**src/rtl/fetch_if.sv**
```systemverilog
// fetch_if: instruction-memory read port and decoded-instruction handshake of the fetch stage.
interface fetch_if #(parameter int XLEN = 32);
   logic            imem_req;
   logic [XLEN-1:0] imem_addr;
   logic            imem_rvalid;
   logic [XLEN-1:0] imem_rdata;
   logic            inst_valid;
   logic            inst_ready;
   logic [XLEN-1:0] instr;
   logic [6:0]      opcode;
   logic [XLEN-1:0] pc_out;
   logic            redirect;
   logic [XLEN-1:0] redirect_pc;
   modport master (
      output imem_req, imem_addr, inst_valid, instr, opcode, pc_out,
      input  imem_rvalid, imem_rdata, inst_ready, redirect, redirect_pc
   );
   modport slave (
      input  imem_req, imem_addr, inst_valid, instr, opcode, pc_out,
      output imem_rvalid, imem_rdata, inst_ready, redirect, redirect_pc
   );
endinterface

```
**src/rtl/fetch_unit.sv**
```systemverilog
// fetch_unit: RV32I fetch stage, one outstanding word read, valid/ready instruction output, PC redirect.
module fetch_unit #(
   parameter int              XLEN      = 32,
   parameter logic [XLEN-1:0] RESET_PC  = 32'h0000_0000,
   parameter logic [XLEN-1:0] NOP_INSTR = 32'h0000_0013
) (
   input logic     clk,
   input logic     rst,
   fetch_if.master bus
);
   typedef enum logic [2:0] {IDLE, REQ, WAIT, HOLD, DRAIN} state_t;
   state_t          state_q;
   logic [XLEN-1:0] pc_q, instr_q, pc_out_q, tgt;
   logic            req_q, valid_q;
   assign tgt            = bus.redirect_pc & {{(XLEN-2){1'b1}}, 2'b00};
   assign bus.imem_req   = req_q;
   assign bus.imem_addr  = pc_q;
   assign bus.inst_valid = valid_q;
   assign bus.instr      = instr_q;
   assign bus.opcode     = instr_q[6:0];
   assign bus.pc_out     = pc_out_q;
   always_ff @(posedge clk) begin
      if (rst) begin
         state_q  <= IDLE;
         pc_q     <= RESET_PC;
         req_q    <= 1'b0;
         valid_q  <= 1'b0;
         instr_q  <= NOP_INSTR;
         pc_out_q <= RESET_PC;
      end else begin
         req_q <= 1'b0;
         if (bus.redirect) pc_q <= tgt;
         if (bus.redirect && state_q != IDLE) begin
            valid_q <= 1'b0;
            instr_q <= NOP_INSTR;
         end
         case (state_q)
            IDLE: begin
               state_q <= REQ;
               req_q   <= 1'b1;
            end
            REQ: state_q <= bus.redirect ? DRAIN : WAIT;
            WAIT: begin
               if (bus.redirect) begin
                  state_q <= bus.imem_rvalid ? REQ : DRAIN;
                  req_q   <= bus.imem_rvalid;
               end else if (bus.imem_rvalid) begin
                  instr_q  <= bus.imem_rdata;
                  pc_out_q <= pc_q;
                  valid_q  <= 1'b1;
                  pc_q     <= pc_q + XLEN'(4);
                  state_q  <= HOLD;
               end
            end
            HOLD: begin
               if (bus.redirect || (valid_q && bus.inst_ready)) begin
                  valid_q <= 1'b0;
                  instr_q <= NOP_INSTR;
                  state_q <= REQ;
                  req_q   <= 1'b1;
               end
            end
            // A redirect here only retargets pc; the stale response still has to be absorbed.
            DRAIN: begin
               if (bus.imem_rvalid) begin
                  state_q <= REQ;
                  req_q   <= 1'b1;
               end
            end
            default: state_q <= IDLE;
         endcase
      end
   end
endmodule

```
**src/flat_wrapper.sv**
```systemverilog
// flat-port wrapper written by rule: the top's interface ports become plain ports
module fetch_unit_flat 
#(
   parameter int              XLEN      = 32,
   parameter logic [XLEN-1:0] RESET_PC  = 32'h0000_0000,
   parameter logic [XLEN-1:0] NOP_INSTR = 32'h0000_0013
)
  (clk, rst, bus_imem_req, bus_imem_addr, bus_inst_valid, bus_instr, bus_opcode, bus_pc_out, bus_imem_rvalid, bus_imem_rdata, bus_inst_ready, bus_redirect, bus_redirect_pc);
  fetch_if #(.XLEN(XLEN)) bus_i ();
  input logic clk;
  input logic rst;
  output wire logic [$bits(bus_i.imem_req)-1:0] bus_imem_req;
  output wire logic [$bits(bus_i.imem_addr)-1:0] bus_imem_addr;
  output wire logic [$bits(bus_i.inst_valid)-1:0] bus_inst_valid;
  output wire logic [$bits(bus_i.instr)-1:0] bus_instr;
  output wire logic [$bits(bus_i.opcode)-1:0] bus_opcode;
  output wire logic [$bits(bus_i.pc_out)-1:0] bus_pc_out;
  input wire logic [$bits(bus_i.imem_rvalid)-1:0] bus_imem_rvalid;
  input wire logic [$bits(bus_i.imem_rdata)-1:0] bus_imem_rdata;
  input wire logic [$bits(bus_i.inst_ready)-1:0] bus_inst_ready;
  input wire logic [$bits(bus_i.redirect)-1:0] bus_redirect;
  input wire logic [$bits(bus_i.redirect_pc)-1:0] bus_redirect_pc;
  assign bus_imem_req = bus_i.imem_req;
  assign bus_imem_addr = bus_i.imem_addr;
  assign bus_inst_valid = bus_i.inst_valid;
  assign bus_instr = bus_i.instr;
  assign bus_opcode = bus_i.opcode;
  assign bus_pc_out = bus_i.pc_out;
  assign bus_i.imem_rvalid = bus_imem_rvalid;
  assign bus_i.imem_rdata = bus_imem_rdata;
  assign bus_i.inst_ready = bus_inst_ready;
  assign bus_i.redirect = bus_redirect;
  assign bus_i.redirect_pc = bus_redirect_pc;
  fetch_unit #(.XLEN(XLEN), .RESET_PC(RESET_PC), .NOP_INSTR(NOP_INSTR)) u_core (.clk(clk), .rst(rst), .bus(bus_i));
endmodule
```
**config.mk**
```make
export PLATFORM = sky130hd
export DESIGN_NAME = fetch_unit_flat
export DESIGN_NICKNAME = d
export VERILOG_FILES = /design/src/rtl/fetch_if.sv /design/src/rtl/fetch_unit.sv /design/src/flat_wrapper.sv
export SDC_FILE = /design/constraint.sdc
export NUM_CORES = 1
export LEC_CHECK = 0
export BUFFER_PORTS_ARGS = -buffer_cell sky130_fd_sc_hd__buf_2
export CORE_AREA = 5 5 85 127
export CTS_BUF_LIST = sky130_fd_sc_hd__clkbuf_8
export DETAILED_ROUTE_END_ITERATION = 16
export DIE_AREA = 0 0 90 132
export HOLD_SLACK_MARGIN = 0.03
export MAX_ROUTING_LAYER = met4
export PLACE_DENSITY = 0.79
export SYNTH_ARGS = -nofsm -noshare
export SYNTH_HDL_FRONTEND = slang
export SYNTH_SLANG_ARGS = --single-unit
```
**constraint.sdc**
```tcl
create_clock -name clk -period 2.25 [get_ports clk]
set_input_delay 0.5625 -clock clk [delete_from_list [all_inputs] [get_ports clk]]
set_output_delay 0.5625 -clock clk [all_outputs]
set_load 0.005 [all_outputs]
```
==> run metrics, run 1 <==
Row Count=44; Starting Density=43.9%; Place WS=a little over 0.03 ns; Hold-fix buffers, CTS=0; I/O Pins=174; clock buffer count from CTS=9; worst path required time=between 2 and 2.5 ns; worst reg2reg path endpoint=u_core.bus.instr[10]; Mapped Cells=about 480; commonest cells after routing, fill and taps aside=buf_2 (171), dfxtp_1 (101), nand2_1 (93); initial antenna violation count=1; setup_tns=0 ns; Mean Syn Cell Area=between 8 and 9 um2; Yosys warnings=0; CP endpoint=u_core.bus.instr[10]; Crit Path Max Fanout=27; largest delay contributor family on the critical path=simple AND/OR/NAND/NOR gates; commonest non-fill, non-tap cell in the layout=buf_2; worst slew pin tran=around 0.49 ns; worst path cell trace=nor2b_1 > a21boi_0 > o22ai_1 > and2_2 > a22o_1; status=finished clean; Crit. End Element=flip-flop; final core utilization=56.1%; fill count=between 900 and 1000; Slew Limit Fails=0; post-synthesis sequential area ratio=just under 50%; asr flop ratio synth=0%; htree depth=3; Simple-Gate Fraction of Synth Area=21.5%; vias per std cell=roughly 5.2; fraction of layout cells with a size suffix above 1=between 30% and 40%; #FFs+latches synth=~100; Final period util=88.7%; Synth Area in Adders=less than 1%; drc violations=0; vias in the first global route=a little under 4000; mux contribution to synthesized area=about 1.5%; Worst Setup SP=u_core.state_q[1]; clk slew on worst S/H paths=about 0.11 ns; clk root buf=clkbuf_8; RR Startpoint=u_core.state_q[1]; Starting DRT DRC Count=~150; die width=about 90 um; total track usage=between 20 and 25%; WP depth=5; worst setup margin=0.254 ns; maximum VDD drop=0.000587 V; Synth Cell Area=4180 um2; cell area power density=~620 nW/um2; Max Fclk=approximately 500 MHz; Total Nets Final=710; Sink Count=between 100 and 150; clk_lat worst skew=about 0.36 ns; fin cells=roughly 760; Antenna Nets Post-Route=0; final WL=around 12 mm; CP max-delay cell=dfxtp_1; core area=approximately 9500 um2; Buf+Inv Stages, Crit Path=0; Synth Area in XOR/XNOR=under 10%; relative slew slack=between 60% and 70%; first-pass GRT wire length=roughly 20 mm; CTS tree=done; number of synthesized flops with an enable pin=0; gr ovfl total=0; Wirelength per Cell=~16 um; dpl cells=between 700 and 800; main flop type after synthesis=dfxtp_1; maxcap violations=0; Die ar.=around 12000 um2; Largest stage delay, worst path=0.59 ns; largest net degree at the start of global routing=34; Vias=roughly 4000; Final GP Congestion=approximately 0.84; Worst Path Arrival=between 2 and 2.5 ns; startpoint type of the worst setup path=flip-flop; final-report hold violation count=0; Synth Area in Compound Gates=17.8%; Reg2Reg Setup Slack=0.25 ns; worst hold path class=input port to flip-flop; Syn Nets=548; WS Path Type=flip-flop to flip-flop; Tmin final=roughly 2.0 ns; die span in y=about 130 um; Layout Skew=0.0176 ns; Reg2Reg Depth=5; # setup viols final=0; TritonRoute pass-1 iters=6; placed wire-length estimate=9.05 mm; leakage=~2.3 nW; # port buffers=171; P&R area growth vs syn=27.7%; Max clock buf depth=2; RSZ-0062 raised after global routing=false; library cells used by synthesis=47; largest family of logic cells by synthesized area=simple AND/OR/NAND/NOR gates
==> synth_stat cells (5+ instances only) <==
library cell	instances	share of area (%)
nand2_1	93	8.3
dfxtp_1	101	48
a21oi_1	46	5.5
nand3_1	9	1.1
mux2i_1	5	1.2
buf_4	8	1.4
a22o_1	27	5.7
o21ai_0	11	1.3
nand4_1	14	2.1
and2_1	5	0.75
xor2_1	9	1.9
nor2_1	29	2.6
nor3_1	8	0.96
clkbuf_1	20	1.8
and3_1	7	1.0
a211oi_1	15	2.7
buf_2	7	0.84
xnor2_1	18	3.8
==> worst register-to-register path, stage by stage (launching register included) <==
cell and delay (ns):
dfxtp_1 0.59, nor2b_1 0.27, a21boi_0 0.21, o22ai_1 0.13
and2_2 0.39, a22o_1 0.30
==> cells by family after synthesis <==
| logic type | after synthesis |
|---|---|
| and+or+nand+nor | 187 |
| xor gates and xnor gates | 27 |
| buffers and inverters | 42 |
| DFF | 101 |
| adders and majority gates | 1 |
| AOI/OAI and AO/OA | 114 |
| muxes | 6 |
==> metal layers <==
layer	GRT usage (%)	routed length, um
met1	22.7	4660
met2	35.5	6440
met3	3.71	479
met4	6.87	230
met5	-	0
==> flip-flops by register name, summed over array words and instances (netlist names) <==
| register | count |
|---|---|
| u_core.bus.imem_addr | 32 |
| u_core.bus.instr | 32 |
| u_core.bus.pc_out | 32 |
| u_core.state_q | 3 |
| u_core.bus.imem_req | 1 |
| u_core.bus.inst_valid | 1 |
==> repair_timing <==
| action | CTS | global route |
|---|---|---|
| setup endpoints to repair | 0 | 27 |
| resized for setup | 0 | 1 |
| buffers inserted | 0 | 0 |
==> power by group <==
part | internal, mW | total [mW] | switching, mW
combinational | 0.153 | 0.314 | 0.161
clock | 0.451 | 1.08 | 0.634
sequential | 1.84 | 1.91 | 0.0712
==> layout make-up <==
class,count,area [um2],share of cell area (%)
Timing Repair Buffer,189,1000,18.8
Tap cell,115,144,2.69
Multi-Input combinational cell,335,1960,36.8
Inverter,4,15.0,0.281
Sequential cell,101,2020,37.9
Clock inverter,6,51.3,0.961
Clock buffer,10,138,2.58
Antenna cell,1,2.50,0.0469
==> worst min-delay path by stage <==
stage / start / endpoint / slack (ns) / cells after the start
after floorplan: u_core.bus.pc_out[0] / u_core.bus.pc_out[0] / 0.45 / 2
after global placement: u_core.bus.pc_out[18] / u_core.bus.pc_out[18] / 0.44 / 2
after detailed placement: u_core.bus.pc_out[17] / u_core.bus.pc_out[17] / 0.44 / 2
after CTS: bus_imem_rdata[30] / u_core.bus.instr[30] / 0.38 / 2
after global routing: bus_imem_rdata[15] / u_core.bus.instr[15] / 0.37 / 2
final: bus_imem_rdata[6] / u_core.bus.instr[6] / 0.40 / 2
==> through the flow <==
step                total power, mW  cell area, um2  hold slack [ns]
floorplan                      2.11            4180            0.453
CTS                            3.34            5340            0.381
global route                   3.47            5340            0.370
detailed placement             2.26            5150            0.443
global placement               2.25            5150            0.439
finish                         3.31            5340            0.400
Power figures use the tool's default switching activity.
==> inputs of run 2 (changes only) <==
--- a/config.mk
+++ b/config.mk
@@ -5,11 +5,12 @@
 export SDC_FILE = /design/constraint.sdc
 export NUM_CORES = 1
 export LEC_CHECK = 0
-export BUFFER_PORTS_ARGS = -buffer_cell sky130_fd_sc_hd__buf_2
+export BUFFER_PORTS_ARGS = -buffer_cell sky130_fd_sc_hd__clkbuf_2
 export CORE_AREA = 5 5 85 127
 export CTS_BUF_LIST = sky130_fd_sc_hd__clkbuf_8
 export DETAILED_ROUTE_END_ITERATION = 16
 export DIE_AREA = 0 0 90 132
+export GPL_ROUTABILITY_DRIVEN = 0
 export HOLD_SLACK_MARGIN = 0.03
 export MAX_ROUTING_LAYER = met4
 export PLACE_DENSITY = 0.79
==> run metrics, run 2 (synthesized netlist as in run 1, its figures left out) <==
die width=90 um; Final period util=between 80 and 90%; RSZ-0062 raised after global routing=false; CP max-delay cell=dfxtp_1; worst setup margin=approximately 0.24 ns; P&R area growth vs syn=28.9%; Crit. End Element=flip-flop; worst hold margin=0.384 ns; # setup viols final=0; relative slew slack=67.1%; final WL=12.1 mm; first-pass GRT wire length=19.9 mm; Hold-fix buffers, CTS=0; largest net degree at the start of global routing=48; final-report hold violation count=0; clk root buf=clkbuf_8; status=finished clean; TritonRoute pass-1 iters=4; maximum VDD drop=between 0.0005 and 0.0006 V; vias per std cell=between 5 and 6; worst path required time=roughly 2.5 ns; Layout Skew=0.0109 ns; total track usage=between 20% and 30%; initial antenna violation count=0; Die ar.=11900 um2; startpoint type of the worst setup path=flip-flop; Wirelength per Cell=approximately 16 um; hold path cells=2; leakage=between 2 and 2.5 nW; clock buffer count from CTS=9; Max clock buf depth=2; worst hold path class=input port to flip-flop; Starting DRT DRC Count=roughly 180; fraction of layout cells with a size suffix above 1=between 30% and 40%; Place WS=about 0.013 ns; gr ovfl total=0; Worst Path Arrival=2.28 ns; core area=approximately 9500 um2; I/O Pins=between 150 and 200; placed wire-length estimate=9.17 mm; dpl cells=743; Max Fclk=497 MHz; Reg2Reg Setup Slack=around 0.24 ns; hold_sp=bus_imem_rdata[19]; setup_tns=0 ns; drc violations=0; commonest non-fill, non-tap cell in the layout=clkbuf_2; cell area power density=between 600 and 700 nW/um2; antenna cells=0; CTS tree=done; Vias=3991; Antenna Nets Post-Route=0; fin cells=around 760; Total Nets Final=~700; RR Startpoint=u_core.state_q[1]; Reg2Reg Depth=5; Slew Limit Fails=0; clk_lat worst skew=0.38 ns; clk slew on worst S/H paths=about 0.090 ns; Row Count=between 40 and 50; commonest cells after routing, fill and taps aside=clkbuf_2 (171), dfxtp_1 (101), nand2_1 (93); htree depth=3; Crit Path Max Fanout=27; Largest stage delay, worst path=roughly 0.6 ns; final core utilization=56.6%; die span in y=roughly 130 um; maxcap violations=0; Tmin final=2.01 ns; worst slew pin tran=roughly 0.5 ns; vias in the first global route=3923; worst reg2reg path endpoint=u_core.bus.instr[12]; worst path cell trace=nor2b_1 > a21boi_0 > o22ai_1 > and2_2 > a22o_1; # port buffers=about 170; Starting Density=between 40% and 50%; WS Path Type=flip-flop to flip-flop; Sink Count=101; Worst Hold End=u_core.bus.instr[19]
[run 2: how the worst max path moves through the flow]
stage / cells past startpoint / start / to
2_1_floorplan: 7 / bus_redirect / u_core.bus.instr[12]
3_3_place_gp: 5 / bus_imem_rvalid / u_core.bus.instr[14]
3_5_place_dp: 5 / bus_imem_rvalid / u_core.bus.instr[12]
4_1_cts: 5 / u_core.state_q[1] / u_core.bus.instr[12]
5_1_grt: 5 / u_core.state_q[1] / u_core.bus.instr[12]
6_report: 5 / u_core.state_q[1] / u_core.bus.instr[12]
[run 2: power by group]
part / total, mW / switching, mW / leakage, nW / internal (mW)
Sequential: 1.91 / 0.0771 / 0.822 / 1.84
Clock: 1.29 / 0.637 / 0.112 / 0.654
Combinational: 0.313 / 0.160 / 1.38 / 0.153
[run 2: cell type report]
type / count / area [um2]
timing repair buffer: 188 / 1020
multi-input combinational: 335 / 1960
inverter: 4 / 15.0
clock buffer: 10 / 138
fill: 870 / 4130
clock inverter: 6 / 86.3
tap: 115 / 144
sequential: 101 / 2020
[run 2: routing by layer]
| layer | global-route usage (%) | vias up | wire, um |
|---|---|---|---|
| li1 | - | 1994 | - |
| met1 | 23.9 | 1867 | 4880 |
| met2 | 35.6 | 108 | 6470 |
| met3 | 4.34 | 22 | 491 |
| met4 | 8.20 | 0 | 284 |
| met5 | - | - | 0 |
[run 2: worst max-delay path, delay by kind of cell, from the launching register on]
| kind | cells | cell delay (ns) |
|---|---|---|
| DFF | 1 | 0.60 |
| and+or+nand+nor | 2 | 0.64 |
| AOI/OAI and AO/OA | 3 | 0.66 |
[run 2: timing repair]
item / 4_1_cts / 5_1_grt
buffers inserted: 0 / 0
gates resized for setup: 0 / 1
setup endpoints to repair: 0 / 27
[run 2: per-stage QoR]
stage                     power (mW)  cell area [um2]
after CTS                       3.54             5390
after detailed placement        2.26             5160
final                           3.52             5390
after global routing            3.66             5390
after floorplan                 2.11             4180
after global placement          2.25             5160
==> inputs of run 3 (changes only) <==
--- a/config.mk
+++ b/config.mk
@@ -5,15 +5,16 @@
 export SDC_FILE = /design/constraint.sdc
 export NUM_CORES = 1
 export LEC_CHECK = 0
+export ABC_AREA = 1
 export BUFFER_PORTS_ARGS = -buffer_cell sky130_fd_sc_hd__clkbuf_2
-export CORE_AREA = 5 5 85 127
+export CORE_AREA = 2 2 90 135
 export CTS_BUF_LIST = sky130_fd_sc_hd__clkbuf_8
 export DETAILED_ROUTE_END_ITERATION = 16
-export DIE_AREA = 0 0 90 132
+export DIE_AREA = 0 0 92 137
 export GPL_ROUTABILITY_DRIVEN = 0
 export HOLD_SLACK_MARGIN = 0.03
 export MAX_ROUTING_LAYER = met4
-export PLACE_DENSITY = 0.79
+export PLACE_DENSITY = 0.77
 export SYNTH_ARGS = -nofsm -noshare
 export SYNTH_HDL_FRONTEND = slang
 export SYNTH_SLANG_ARGS = --single-unit
==> run metrics, run 3 <==
status=finished clean; Vias=around 5400; Yosys warnings=0; #FFs+latches synth=around 100; # port buffers=between 150 and 200; Hold-fix buffers, CTS=0; Synth top cells by count=nand2_1 (182), dfxtp_1 (101), nand3_1 (100); main flop type after synthesis=dfxtp_1; Switching Fraction=27.5%; most frequent cell on the critical path=nand2_1; most frequent cell after synthesis=nand2_1; final WL=around 15 mm; clk slew on worst S/H paths=~0.10 ns; leading area contributor after synthesis=dfxtp_1; Buf+Inv Stages, Crit Path=2; final core utilization=a little over half; Total Nets Final=975; leakage=a little over 3 nW; RSZ-0062 raised after global routing=false; vias per std cell=5.05; Crit Path Max Fanout=5; Max clock buf depth=2; Starting DRT DRC Count=between 300 and 400; Crit. End Element=flip-flop; library cells used by synthesis=34; htree depth=3; P_int=between 2 and 3 mW; maximum VDD drop=about 0.00035 V; Final period util=between 70% and 80%; initial antenna violation count=0; share of power burned in the clock network=37.2%; worst hold path class=input port to flip-flop; largest delay contributor family on the critical path=simple AND/OR/NAND/NOR gates; placed wire-length estimate=10.8 mm; clk root buf=clkbuf_8; die span in y=between 100 and 150 um; number of synthesized flops with an enable pin=0; Antenna Nets Post-Route=0; # setup viols final=0; P&R area growth vs syn=22.5%; # resized after CTS=0; maxcap violations=0; gr ovfl total=0; commonest cells after routing, fill and taps aside=nand2_1 (182), clkbuf_2 (171), dfxtp_1 (101); antenna cells=0; WS Path Type=flip-flop to flip-flop; CTS tree=done; Starting Density=between 40 and 50%; Max Fclk=approximately 560 MHz; drc violations=0; core area=11400 um2; worst path cell trace=ha_1 > nand2_1 > nor2_1 > nand2_1 > inv_1 > nand2_1 > nand2_1 > nand3_1 > nand2_1 > inv_1; die width=slightly above 90 um; Layout Skew=0.0119 ns; Slew Limit Fails=0; largest net degree at the start of global routing=59; I/O Pins=approximately 170; Row Count=48; Die ar.=roughly 13000 um2; Setup Buffers After CTS=0; total track usage=23.8%; post-synthesis sequential area ratio=~40%; top post-synthesis cells by area=dfxtp_1 (40%), nand2_1 (14%), nand3_1 (9.9%); vias in the first global route=4846; final-report hold violation count=0; clk_lat worst skew=around 0.38 ns; startpoint type of the worst setup path=flip-flop; Largest stage delay, worst path=approximately 0.42 ns; relative slew slack=72.0%; Comb power frac=between 10% and 20%; Wirelength per Cell=~14 um; Syn Nets=between 800 and 900; asr flop ratio synth=0%; switching power total=1.08 mW; clock buffer count from CTS=9; worst path required time=2.54 ns; cell area power density=about 640 nW/um2; post-synth top area share=between 40% and 50%; TritonRoute pass-1 iters=5; first-pass GRT wire length=23.4 mm; worst slew pin tran=around 0.42 ns; commonest non-fill, non-tap cell in the layout=nand2_1; Mean Syn Cell Area=about 6.7 um2; storage element area=2020 um2; Mapped Cells=about 760; Worst Path Arrival=2.07 ns; Tmin final=roughly 1.8 ns; Synth Cell Area=around 5000 um2; Sink Count=roughly 100; fill count=1188; sequential share of power=a little under 50%; area of the multi-input gates=approximately 2400 um2; CP max-delay cell=dfxtp_1; setup_tns=0 ns; fraction of layout cells with a size suffix above 1=a little under a quarter
## run 3: changes by cell type after synthesis, sizes merged, moves of 17 or more
| cell | before | now |
|---|---|---|
| nor2 | 30 | 91 |
| o21ai | 11 | 65 |
| xnor2 | 18 | 1 |
| inv | 4 | 80 |
| a22o | 27 | 0 |
| nand3 | 9 | 101 |
| buf | 18 | 38 |
| nand2 | 94 | 184 |
## run 3: cell type report
type / count / share of cell area [%]
Multi-Input combinational cell: 528 / 39.3
Sequential cell: 101 / 32.7
Timing Repair Buffer: 184 / 15.8
Inverter: 81 / 4.92
Tap cell: 150 / 3.04
Clock buffer: 10 / 2.23
Clock inverter: 6 / 1.88
## run 3: final timing paths
| check | start | endpoint | slack (ns) | cells past startpoint |
|---|---|---|---|---|
| setup reg to reg | u_core.bus.imem_addr[3] | u_core.bus.imem_addr[26] | 0.47 | 10 |
| setup / recovery | u_core.bus.imem_addr[3] | u_core.bus.imem_addr[26] | 0.47 | 10 |
| hold / removal | bus_imem_rdata[11] | u_core.bus.instr[11] | 0.40 | 3 |
| hold reg to reg | u_core.bus.pc_out[21] | u_core.bus.pc_out[21] | 0.47 | 2 |
## run 3: routing by layer
layer | wire length, um | global-route usage (%)
met1 | 6090 | 27.9
met2 | 7260 | 39.9
met3 | 761 | 3.03
met4 | 507 | 12.4
met5 | 0 | -
## run 3: worst reg2reg max path, cell delays in order (launching register included)
cell     delay, ns
dfxtp_1       0.42
ha_1          0.27
nand2_1       0.09
nor2_1        0.21
nand2_1       0.20
inv_1         0.18
nand2_1       0.08
nand2_1       0.07
nand3_1       0.08
nand2_1       0.06
inv_1         0.03
## run 3: per-stage QoR
stage                     hold WS [ns]  total power, mW  worst slack (ns)  instance area, um2  std cells
after floorplan                  0.446             2.30             0.699                5040        758
after global placement           0.449             2.50             0.317                5920       1044
after detailed placement         0.451             2.51             0.275                5920       1044
after CTS                        0.389             3.95             0.471                6180       1060
after global routing             0.393             4.09             0.277                6180       1060
final                            0.399             3.93             0.472                6180       1060
## run 3: kinds of logic after synthesis
logic type,count (synthesis),share of synthesized area (%)
AND/OR/NAND/NOR,383,31.9
AO/OA/AOI/OAI,140,15.4
adder cells (fa/ha/maj),1,0.248
XOR/XNOR,4,0.695
buffers and inverters,129,11.7
flip-flops,101,40.1
## run 3: power by group through the flow
stage / clock network, mW / registers (mW) / logic [mW]
after floorplan: 0 / 1.97 / 0.330
after global placement: 0 / 1.98 / 0.524
after detailed placement: 0 / 1.98 / 0.528
after CTS: 1.48 / 1.94 / 0.530
after global routing: 1.54 / 1.95 / 0.597
final: 1.46 / 1.94 / 0.529
